--- src/rtl/mc_pkg.sv ---
// Shared definitions for the multi-cycle MIPS controller.
// Holds the FSM state encoding, the ISA opcode/funct/rt constants,
// the datapath control encodings and the decoded-instruction struct.
package mc_pkg;

  // FSM state encoding (3 bits; 5..7 unused)
  localparam logic [2:0] S_FETCH  = 3'd0;
  localparam logic [2:0] S_DECODE = 3'd1;
  localparam logic [2:0] S_EXE    = 3'd2;
  localparam logic [2:0] S_MEM    = 3'd3;
  localparam logic [2:0] S_WB     = 3'd4;

  // Primary opcodes, IR[31:26]
  localparam logic [5:0] OP_RTYPE  = 6'h00;
  localparam logic [5:0] OP_REGIMM = 6'h01;
  localparam logic [5:0] OP_J      = 6'h02;
  localparam logic [5:0] OP_JAL    = 6'h03;
  localparam logic [5:0] OP_BEQ    = 6'h04;
  localparam logic [5:0] OP_BNE    = 6'h05;
  localparam logic [5:0] OP_BLEZ   = 6'h06;
  localparam logic [5:0] OP_BGTZ   = 6'h07;
  localparam logic [5:0] OP_SLTI   = 6'h0a;
  localparam logic [5:0] OP_SLTIU  = 6'h0b;
  localparam logic [5:0] OP_ORI    = 6'h0d;
  localparam logic [5:0] OP_LUI    = 6'h0f;
  localparam logic [5:0] OP_LW     = 6'h23;
  localparam logic [5:0] OP_SW     = 6'h2b;

  // R-type funct codes, IR[5:0]
  localparam logic [5:0] F_SRL  = 6'h02;
  localparam logic [5:0] F_SRLV = 6'h06;
  localparam logic [5:0] F_JR   = 6'h08;
  localparam logic [5:0] F_ADDU = 6'h21;
  localparam logic [5:0] F_SUBU = 6'h23;
  localparam logic [5:0] F_OR   = 6'h25;
  localparam logic [5:0] F_SLT  = 6'h2a;
  localparam logic [5:0] F_SLTU = 6'h2b;

  // REGIMM sub-ops, IR[20:16]
  localparam logic [4:0] RT_BLTZ   = 5'h00;
  localparam logic [4:0] RT_BGEZ   = 5'h01;
  localparam logic [4:0] RT_BLTZAL = 5'h10;
  localparam logic [4:0] RT_BGEZAL = 5'h11;

  // Next-PC select
  localparam logic [2:0] NPC_PC4 = 3'b000;
  localparam logic [2:0] NPC_BR  = 3'b001;
  localparam logic [2:0] NPC_J   = 3'b010;
  localparam logic [2:0] NPC_JAL = 3'b011;
  localparam logic [2:0] NPC_JR  = 3'b100;

  // ALU operation
  localparam logic [2:0] ALU_ADD  = 3'b000;
  localparam logic [2:0] ALU_SUB  = 3'b001;
  localparam logic [2:0] ALU_OR   = 3'b010;
  localparam logic [2:0] ALU_SLT  = 3'b011;
  localparam logic [2:0] ALU_SRLV = 3'b100;
  localparam logic [2:0] ALU_SRL  = 3'b101;

  // Immediate extension
  localparam logic [1:0] EXT_ZERO = 2'b00;
  localparam logic [1:0] EXT_LUI  = 2'b01;
  localparam logic [1:0] EXT_SIGN = 2'b10;

  // Register destination and write-back source
  localparam logic [1:0] DST_RT = 2'b00;
  localparam logic [1:0] DST_RD = 2'b01;
  localparam logic [1:0] DST_RA = 2'b10;
  localparam logic [1:0] M2R_ALU = 2'b00;
  localparam logic [1:0] M2R_MEM = 2'b01;
  localparam logic [1:0] M2R_PC4 = 2'b10;
  localparam logic [1:0] M2R_CMP = 2'b11;

  // Branch condition select (which comparator flag decides "taken")
  localparam logic [2:0] BR_EQ  = 3'd0;
  localparam logic [2:0] BR_NE  = 3'd1;
  localparam logic [2:0] BR_GTZ = 3'd2;
  localparam logic [2:0] BR_LEZ = 3'd3;
  localparam logic [2:0] BR_LTZ = 3'd4;
  localparam logic [2:0] BR_GEZ = 3'd5;

  // One-hot instruction class; all zero for an illegal instruction
  typedef struct packed {
    logic alu_r;   // R-type ALU op -> WB
    logic alu_i;   // ori/lui/slti/sltiu -> WB
    logic load;
    logic store;
    logic branch;
    logic j;
    logic jal;
    logic jr;
  } cls_t;

  typedef struct packed {
    cls_t       cls;
    logic       illegal;
    logic       link;     // bltzal/bgezal: write PC+4 to $31
    logic       cmp_res;  // slt family: write-back takes compare result
    logic       alu_src;
    logic [2:0] alu_op;
    logic [1:0] ext_op;
    logic [2:0] br_cond;
  } dec_t;

endpackage

--- src/rtl/mc_decode.sv ---
// Combinational instruction decoder.
// Ports: op/func/rt (instruction fields) in; dec (class + ALU/EXT
// controls + illegal flag) out.
module mc_decode
  import mc_pkg::*;
(
  input  logic [5:0] op,
  input  logic [5:0] func,
  input  logic [4:0] rt,
  output dec_t       dec
);

  always_comb begin
    dec        = '0;
    dec.alu_op = ALU_ADD;
    dec.ext_op = EXT_SIGN;
    case (op)
      OP_RTYPE: begin
        dec.cls.alu_r = 1'b1;
        case (func)
          F_ADDU: dec.alu_op = ALU_ADD;
          F_SUBU: dec.alu_op = ALU_SUB;
          F_OR:   dec.alu_op = ALU_OR;
          F_SLT, F_SLTU: begin
            dec.alu_op  = ALU_SLT;
            dec.cmp_res = 1'b1;
          end
          F_SRLV: dec.alu_op = ALU_SRLV;
          F_SRL:  dec.alu_op = ALU_SRL;
          F_JR: begin
            dec.cls.alu_r = 1'b0;
            dec.cls.jr    = 1'b1;
          end
          default: begin
            dec.cls.alu_r = 1'b0;
            dec.illegal   = 1'b1;
          end
        endcase
      end
      OP_REGIMM: begin
        dec.alu_op     = ALU_SUB;
        dec.cls.branch = 1'b1;
        case (rt)
          RT_BLTZ:   dec.br_cond = BR_LTZ;
          RT_BGEZ:   dec.br_cond = BR_GEZ;
          RT_BLTZAL: begin dec.br_cond = BR_LTZ; dec.link = 1'b1; end
          RT_BGEZAL: begin dec.br_cond = BR_GEZ; dec.link = 1'b1; end
          default: begin
            dec.cls.branch = 1'b0;
            dec.illegal    = 1'b1;
          end
        endcase
      end
      OP_BEQ:  begin dec.cls.branch = 1'b1; dec.alu_op = ALU_SUB; dec.br_cond = BR_EQ;  end
      OP_BNE:  begin dec.cls.branch = 1'b1; dec.alu_op = ALU_SUB; dec.br_cond = BR_NE;  end
      OP_BGTZ: begin dec.cls.branch = 1'b1; dec.alu_op = ALU_SUB; dec.br_cond = BR_GTZ; end
      OP_BLEZ: begin dec.cls.branch = 1'b1; dec.alu_op = ALU_SUB; dec.br_cond = BR_LEZ; end
      OP_ORI: begin
        dec.cls.alu_i = 1'b1; dec.alu_op = ALU_OR; dec.alu_src = 1'b1; dec.ext_op = EXT_ZERO;
      end
      // lui: extender does the shift, ALU ORs it with rs (encoded as $0)
      OP_LUI: begin
        dec.cls.alu_i = 1'b1; dec.alu_op = ALU_OR; dec.alu_src = 1'b1; dec.ext_op = EXT_LUI;
      end
      OP_SLTI, OP_SLTIU: begin
        dec.cls.alu_i = 1'b1; dec.alu_op = ALU_SLT; dec.alu_src = 1'b1; dec.cmp_res = 1'b1;
      end
      OP_LW:  begin dec.cls.load  = 1'b1; dec.alu_src = 1'b1; end
      OP_SW:  begin dec.cls.store = 1'b1; dec.alu_src = 1'b1; end
      OP_J:   dec.cls.j   = 1'b1;
      OP_JAL: dec.cls.jal = 1'b1;
      default: dec.illegal = 1'b1;
    endcase
  end

endmodule

--- src/rtl/mc_controller.sv ---
// Multi-cycle MIPS control FSM: FETCH -> DECODE -> EXE -> MEM -> WB.
// Inputs: clk, reset (sync, active-high), op/func/rt instruction fields,
// comparator flags (valid in EXE), mem_ready memory handshake.
// Outputs: datapath strobes (IRWrite, PCWrite, RegWrite, MemRead,
// MemWrite), selects (NPCOp, ALUOp, EXTOp, ALUSrc, RegDst, MemtoReg),
// illegal pulse, debug state and retired-instruction count instr_cnt.
// Handshake: a memory access (FETCH read, MEM read/write) is issued by
// holding MemRead/MemWrite high; it completes in the cycle mem_ready is
// high, and only then does the FSM advance. mem_ready is ignored in every
// other state, and entirely when MEM_HANDSHAKE=0 (one-cycle accesses).
module mc_controller
  import mc_pkg::*;
#(
  parameter bit MEM_HANDSHAKE = 1'b1,
  parameter int CNT_W         = 32
) (
  input  logic             clk,
  input  logic             reset,
  input  logic [5:0]       op,
  input  logic [5:0]       func,
  input  logic [4:0]       rt,
  input  logic             Zero,
  input  logic             NE,
  input  logic             G_E,
  input  logic             G,
  input  logic             L_E,
  input  logic             L,
  input  logic             mem_ready,
  output logic             IRWrite,
  output logic             PCWrite,
  output logic [2:0]       NPCOp,
  output logic [2:0]       ALUOp,
  output logic [1:0]       EXTOp,
  output logic             ALUSrc,
  output logic [1:0]       RegDst,
  output logic [1:0]       MemtoReg,
  output logic             RegWrite,
  output logic             MemRead,
  output logic             MemWrite,
  output logic             illegal,
  output logic [2:0]       state,
  output logic [CNT_W-1:0] instr_cnt
);

  dec_t       dec;
  logic       rdy;
  logic       taken;
  logic [2:0] next_state;
  logic       ir_w, pc_w, reg_w, mem_r, mem_w, ill;

  mc_decode u_decode (
    .op   (op),
    .func (func),
    .rt   (rt),
    .dec  (dec)
  );

  assign rdy = MEM_HANDSHAKE ? mem_ready : 1'b1;

  always_comb begin
    case (dec.br_cond)
      BR_EQ:   taken = Zero;
      BR_NE:   taken = NE;
      BR_GTZ:  taken = G;
      BR_LEZ:  taken = L_E;
      BR_LTZ:  taken = L;
      BR_GEZ:  taken = G_E;
      default: taken = 1'b0;
    endcase
  end

  // Selects are pure functions of the decoded instruction; only the
  // strobes and NPCOp depend on the state.
  assign ALUOp  = dec.alu_op;
  assign EXTOp  = dec.ext_op;
  assign ALUSrc = dec.alu_src;
  assign RegDst = (dec.cls.jal || dec.link) ? DST_RA :
                  dec.cls.alu_r             ? DST_RD : DST_RT;
  assign MemtoReg = (dec.cls.jal || dec.link) ? M2R_PC4 :
                    dec.cls.load              ? M2R_MEM :
                    dec.cmp_res               ? M2R_CMP : M2R_ALU;

  always_comb begin
    next_state = state;
    ir_w  = 1'b0;
    pc_w  = 1'b0;
    reg_w = 1'b0;
    mem_r = 1'b0;
    mem_w = 1'b0;
    ill   = 1'b0;
    NPCOp = NPC_PC4;
    case (state)
      S_FETCH: begin
        mem_r = 1'b1;
        if (rdy) begin
          ir_w       = 1'b1;
          next_state = S_DECODE;
        end
      end
      S_DECODE: begin
        next_state = S_FETCH;
        if (dec.illegal) begin
          ill  = 1'b1;
          pc_w = 1'b1;
        end else if (dec.cls.j) begin
          pc_w  = 1'b1;
          NPCOp = NPC_J;
        end else if (dec.cls.jr) begin
          pc_w  = 1'b1;
          NPCOp = NPC_JR;
        end else if (dec.cls.jal) begin
          pc_w  = 1'b1;
          reg_w = 1'b1;
          NPCOp = NPC_JAL;
        end else begin
          next_state = S_EXE;
        end
      end
      S_EXE: begin
        if (dec.cls.branch) begin
          pc_w       = 1'b1;
          reg_w      = dec.link;
          NPCOp      = taken ? NPC_BR : NPC_PC4;
          next_state = S_FETCH;
        end else if (dec.cls.load || dec.cls.store) begin
          next_state = S_MEM;
        end else begin
          next_state = S_WB;
        end
      end
      S_MEM: begin
        mem_w = dec.cls.store;
        mem_r = ~dec.cls.store;
        if (rdy) begin
          pc_w       = dec.cls.store;
          next_state = dec.cls.store ? S_FETCH : S_WB;
        end
      end
      S_WB: begin
        reg_w      = 1'b1;
        pc_w       = 1'b1;
        next_state = S_FETCH;
      end
      default: next_state = S_FETCH;
    endcase
  end

  // Reset masks every strobe so a pending access or write is dropped.
  assign IRWrite  = ir_w  & ~reset;
  assign PCWrite  = pc_w  & ~reset;
  assign RegWrite = reg_w & ~reset;
  assign MemRead  = mem_r & ~reset;
  assign MemWrite = mem_w & ~reset;
  assign illegal  = ill   & ~reset;

  always_ff @(posedge clk) begin
    if (reset) begin
      state     <= S_FETCH;
      instr_cnt <= '0;
    end else begin
      state <= next_state;
      if (pc_w) instr_cnt <= instr_cnt + {{(CNT_W-1){1'b0}}, 1'b1};
    end
  end

endmodule

--- config.mk ---
export PLATFORM = sky130hd
export DESIGN_NAME = mc_controller
export DESIGN_NICKNAME = d
export VERILOG_FILES = /design/src/rtl/mc_pkg.sv /design/src/rtl/mc_decode.sv /design/src/rtl/mc_controller.sv
export SDC_FILE = /design/constraint.sdc
export NUM_CORES = 1
export LEC_CHECK = 0
export ABC_AREA = 1
export CAP_MARGIN = 20
export CORE_MARGIN = 10
export CORE_UTILIZATION = 50
export DETAILED_ROUTE_END_ITERATION = 6
export PLACE_DENSITY = 0.83
export SLEW_MARGIN = 20
export SYNTH_ARGS = -nofsm -noshare
export SYNTH_HDL_FRONTEND = slang
export SYNTH_SLANG_ARGS = --single-unit
--- constraint.sdc ---
create_clock -name clk -period 2.9 [get_ports clk]
set_input_delay 0.435 -clock clk [delete_from_list [all_inputs] [get_ports clk]]
set_output_delay 0.435 -clock clk [all_outputs]
set_load 0.1 [all_outputs]
==> qor.yml <==
die:
  initial_core_util: 0.515
  core_area_mm2: 0.00547
  die_x_um: 95.1
  num_rows: 27
  dieHeight_um: 95.1
  die_area_mm2: 0.00903
  io-pin-count: 80
setup_path:
  r2r-start: "instr_cnt[1]$_SDFFE_PP0P_"
  reg2regPathDepth: 7
  cpPeakStageDelay_ns: 0.56
  crit_family: "buffers and inverters"
  path_max_fanout: 5
  path_cells: "clkdlybuf4s50_1 -> inv_1 -> nor2_1 -> nand4_1 -> o21ai_0 -> nor3_1 -> nor2_1 -> nand3_1 -> o21ai_2 -> buf_12"
  crit_start: "op[0]"
  start_kind: "input pin"
  critical_path_class: "in -> out"
  r2r-end: "instr_cnt[30]$_SDFFE_PP0P_"
  cp_slowest_cell: "clkdlybuf4s50_1"
  path_buf_inv: 3
  crit_top_cell: "nor2_1"
  crit_arrival_ns: 2.28
  reg2reg_slack_ns: 0.81
  cp.required_ns: 2.47
  cp-end-kind: "primary output"
logic_synthesis:
  syn_nets: 472
  ys.warnings.count: 0
  syn_area_mm2: 0.00282
  synth_edf_count: 0
  syn_area_per_cell_um2: 6.33
  async_reset_ff_frac: 0
  synth_ff_type: "dfxtp_1"
  ys_seq_elements: 35
  ys_seq_area_frac: 0.249
  synth_cells: 445
  synthDistinctLibCells: 31
timing:
  fin_skew_ns: 0.0128
  max-slew-margin-rel: 0.562
  setup_viol: 0
  finalHoldViolations: 0
  rsz0062_at_grt: "no"
  maxSlewViolCount: 0
  hold_ws_ns: 0.526
  fin_crit_ns: 2.71
  worst_pin_slew_ns: 0.657
  finalCritPeriodShare: 0.936
  fmaxAchievable_mhz: 368
clocking:
  clockRootBuffer: "clkbuf_8"
  cts.htree.levels: 2
  cts_tree: "yes"
  cts_sinks: 35
  insertion_delay_ns: 0.29
  cts_buffers: 5
  clk_pin_slew_ns: 0.08
  clockBufferDepth: 2
placement:
  port_buffers: 79
  post-dp-hpwl_um: 7790
  place_area_mm2: 0.00379
  place.gp.congestion: 0.964
layout:
  drive_gt1_frac: 0.233
  syn2layout_area_growth_pct: 39.4
  nets: 553
  fin_area_mm2: 0.00393
  n_antenna_cell: 0
run_status:
  outcome: "finished, final reports clean"
power:
  total_leakage_power_nw: 1.65
  p_comb_frac: 0.238
  intPower_mw: 0.863
  power.switching_mw: 0.399
  clkPwrFrac: 0.374
  netSwitchingFraction: 0.316
  ir_worst_vdd_v: 0.000295
  p_total_mw: 1.26
  p_seq_frac: 0.388
  power_density_mw_per_mm2: 321
hold_path:
  hold_depth: 2
  min_to: "instr_cnt[31]$_SDFFE_PP0P_"
  hold_class: "reg -> reg"
  worstHoldStart: "instr_cnt[31]$_SDFFE_PP0P_"
route:
  drc: 0
  vias: 3280
  firstDrtPassIters: 4
  drt-vias-per-instance: 5.48
  drt_iter0_drc: 252
  wl_per_cell_um: 16.0
  ant_nets: 0
  wirelength_um: 9570
global_route:
  grt_max_degree: 33
  antenna_found_initial: 0
  grt_pass1_wl_um: 15900
  grt-ovfl-total: 0
  grt_usage: 0.217
  grt_pass1_vias: 3161
run:
  cap_violations: 0
-- metrics by stage --
| step | instances | setup slack (ns) | util | TNS (ns) |
|---|---|---|---|---|
| 6_report | 599 | 0.186 | 0.718 | 0 |
| 5_1_grt | 599 | 0.0238 | 0.718 | 0 |
| 4_1_cts | 599 | 0.100 | 0.715 | 0 |
| 3_5_place_dp | 591 | 0.101 | 0.693 | 0 |
| 3_3_place_gp | 591 | 0.164 | 0.693 | 0 |
| 2_1_floorplan | 445 | -0.0797 | - | -0.141 |
-- layout make-up --
cell class                 count  area, µm²
clock inverter                 2       38.8
multi-input combinational    351       1910
timing repair buffer          87        928
inverter                      46        173
sequential                    35        702
fill                         490       1550
tap                           72       90.1
clock buffer                   6       82.6
-- worst register-to-register path: cells and delay by family (launching register included) --
family                   cells  cell delay, ns
adder cells (fa/ha/maj)      1            0.25
AND/OR/NAND/NOR              4            1.02
flip-flops                   1            0.43
XOR/XNOR                     1            0.16
AO/OA/AOI/OAI                1            0.16
-- cell usage after synthesis (all sizes together) (2+ instances only) --
| master | number | area share |
|---|---|---|
| xnor2 | 14 | 0.044 |
| o211ai | 2 | 0.0053 |
| nor3 | 24 | 0.044 |
| nor2 | 56 | 0.084 |
| nand4 | 11 | 0.027 |
| o21ai | 4 | 0.0071 |
| nand2 | 113 | 0.17 |
| xor2 | 15 | 0.047 |
| dfxtp | 35 | 0.25 |
| inv | 46 | 0.061 |
| nand3 | 68 | 0.13 |
| a21oi | 38 | 0.081 |
| clkbuf | 4 | 0.0053 |
| buf | 9 | 0.032 |
-- worst max path at each step --
stage               endpoint  slack, ns  cells past startpoint
floorplan           NPCOp[0]      -0.08                      9
global placement    NPCOp[2]       0.16                     12
CTS                 NPCOp[2]        0.1                     12
detailed placement  NPCOp[2]       0.10                     12
global route        NPCOp[2]       0.02                     13
finish              NPCOp[0]       0.19                     10
-- cells in the final DEF (no fill, tap or decap), drive strengths merged --
cell,Yosys,layout
o21ai,4,4
a21boi,1,1
nand3b,1,1
o211ai,2,2
o41ai,1,1
nand4,11,11
dfxtp,35,35
clkbuf,4,6
nand3,68,68
ha,1,1
nor2,56,56
xor2,15,15
or2,1,1
nor3,24,24
bufinv,0,1
buf,9,63
a21oi,38,38
clkdlybuf4s50,0,22
inv,46,47
nand2,113,113
and3,1,1
dlymetal6s2s,0,2
xnor2,14,14
-- logic make-up after synthesis --
kind of cell             count (synthesis)  synth area share
AO/OA/AOI/OAI                           46            0.0991
buffers and inverters                   59            0.0986
flip-flops                              35             0.249
XOR/XNOR                                29            0.0902
AND/OR/NAND/NOR                        275             0.459
adder cells (fa/ha/maj)                  1           0.00444
-- per-layer routing --
metal | share of wire | up-vias | GRT usage
met5 | 0 | - | 0
met4 | 0.014 | 0 | 0.0599
met3 | 0.065 | 14 | 0.0479
met2 | 0.48 | 118 | 0.365
met1 | 0.44 | 1528 | 0.272
li1 | - | 1620 | -
-- power groups by stage --
| stage | Clock [mW] | Sequential (mW) | Combinational, mW |
|---|---|---|---|
| after global placement | 0 | 0.501 | 0.294 |
| final | 0.472 | 0.490 | 0.300 |
| after floorplan | 0 | 0.529 | 0.176 |
| after CTS | 0.478 | 0.490 | 0.299 |
| after detailed placement | 0 | 0.501 | 0.299 |
| after global routing | 0.504 | 0.490 | 0.319 |
-- what timing repair did --
item,in CTS,in global routing
hold endpoints to repair,0,0
hold buffers,0,0
gates resized for setup,0,5
endpoints found under the setup margin,0,3
setup buffers,0,0
-- sequential cells by signal, indices dropped and copies added (netlist names) --
name,cells
instr_cnt,32
state,3
No activity file was read; power rests on OpenSTA's default activity.
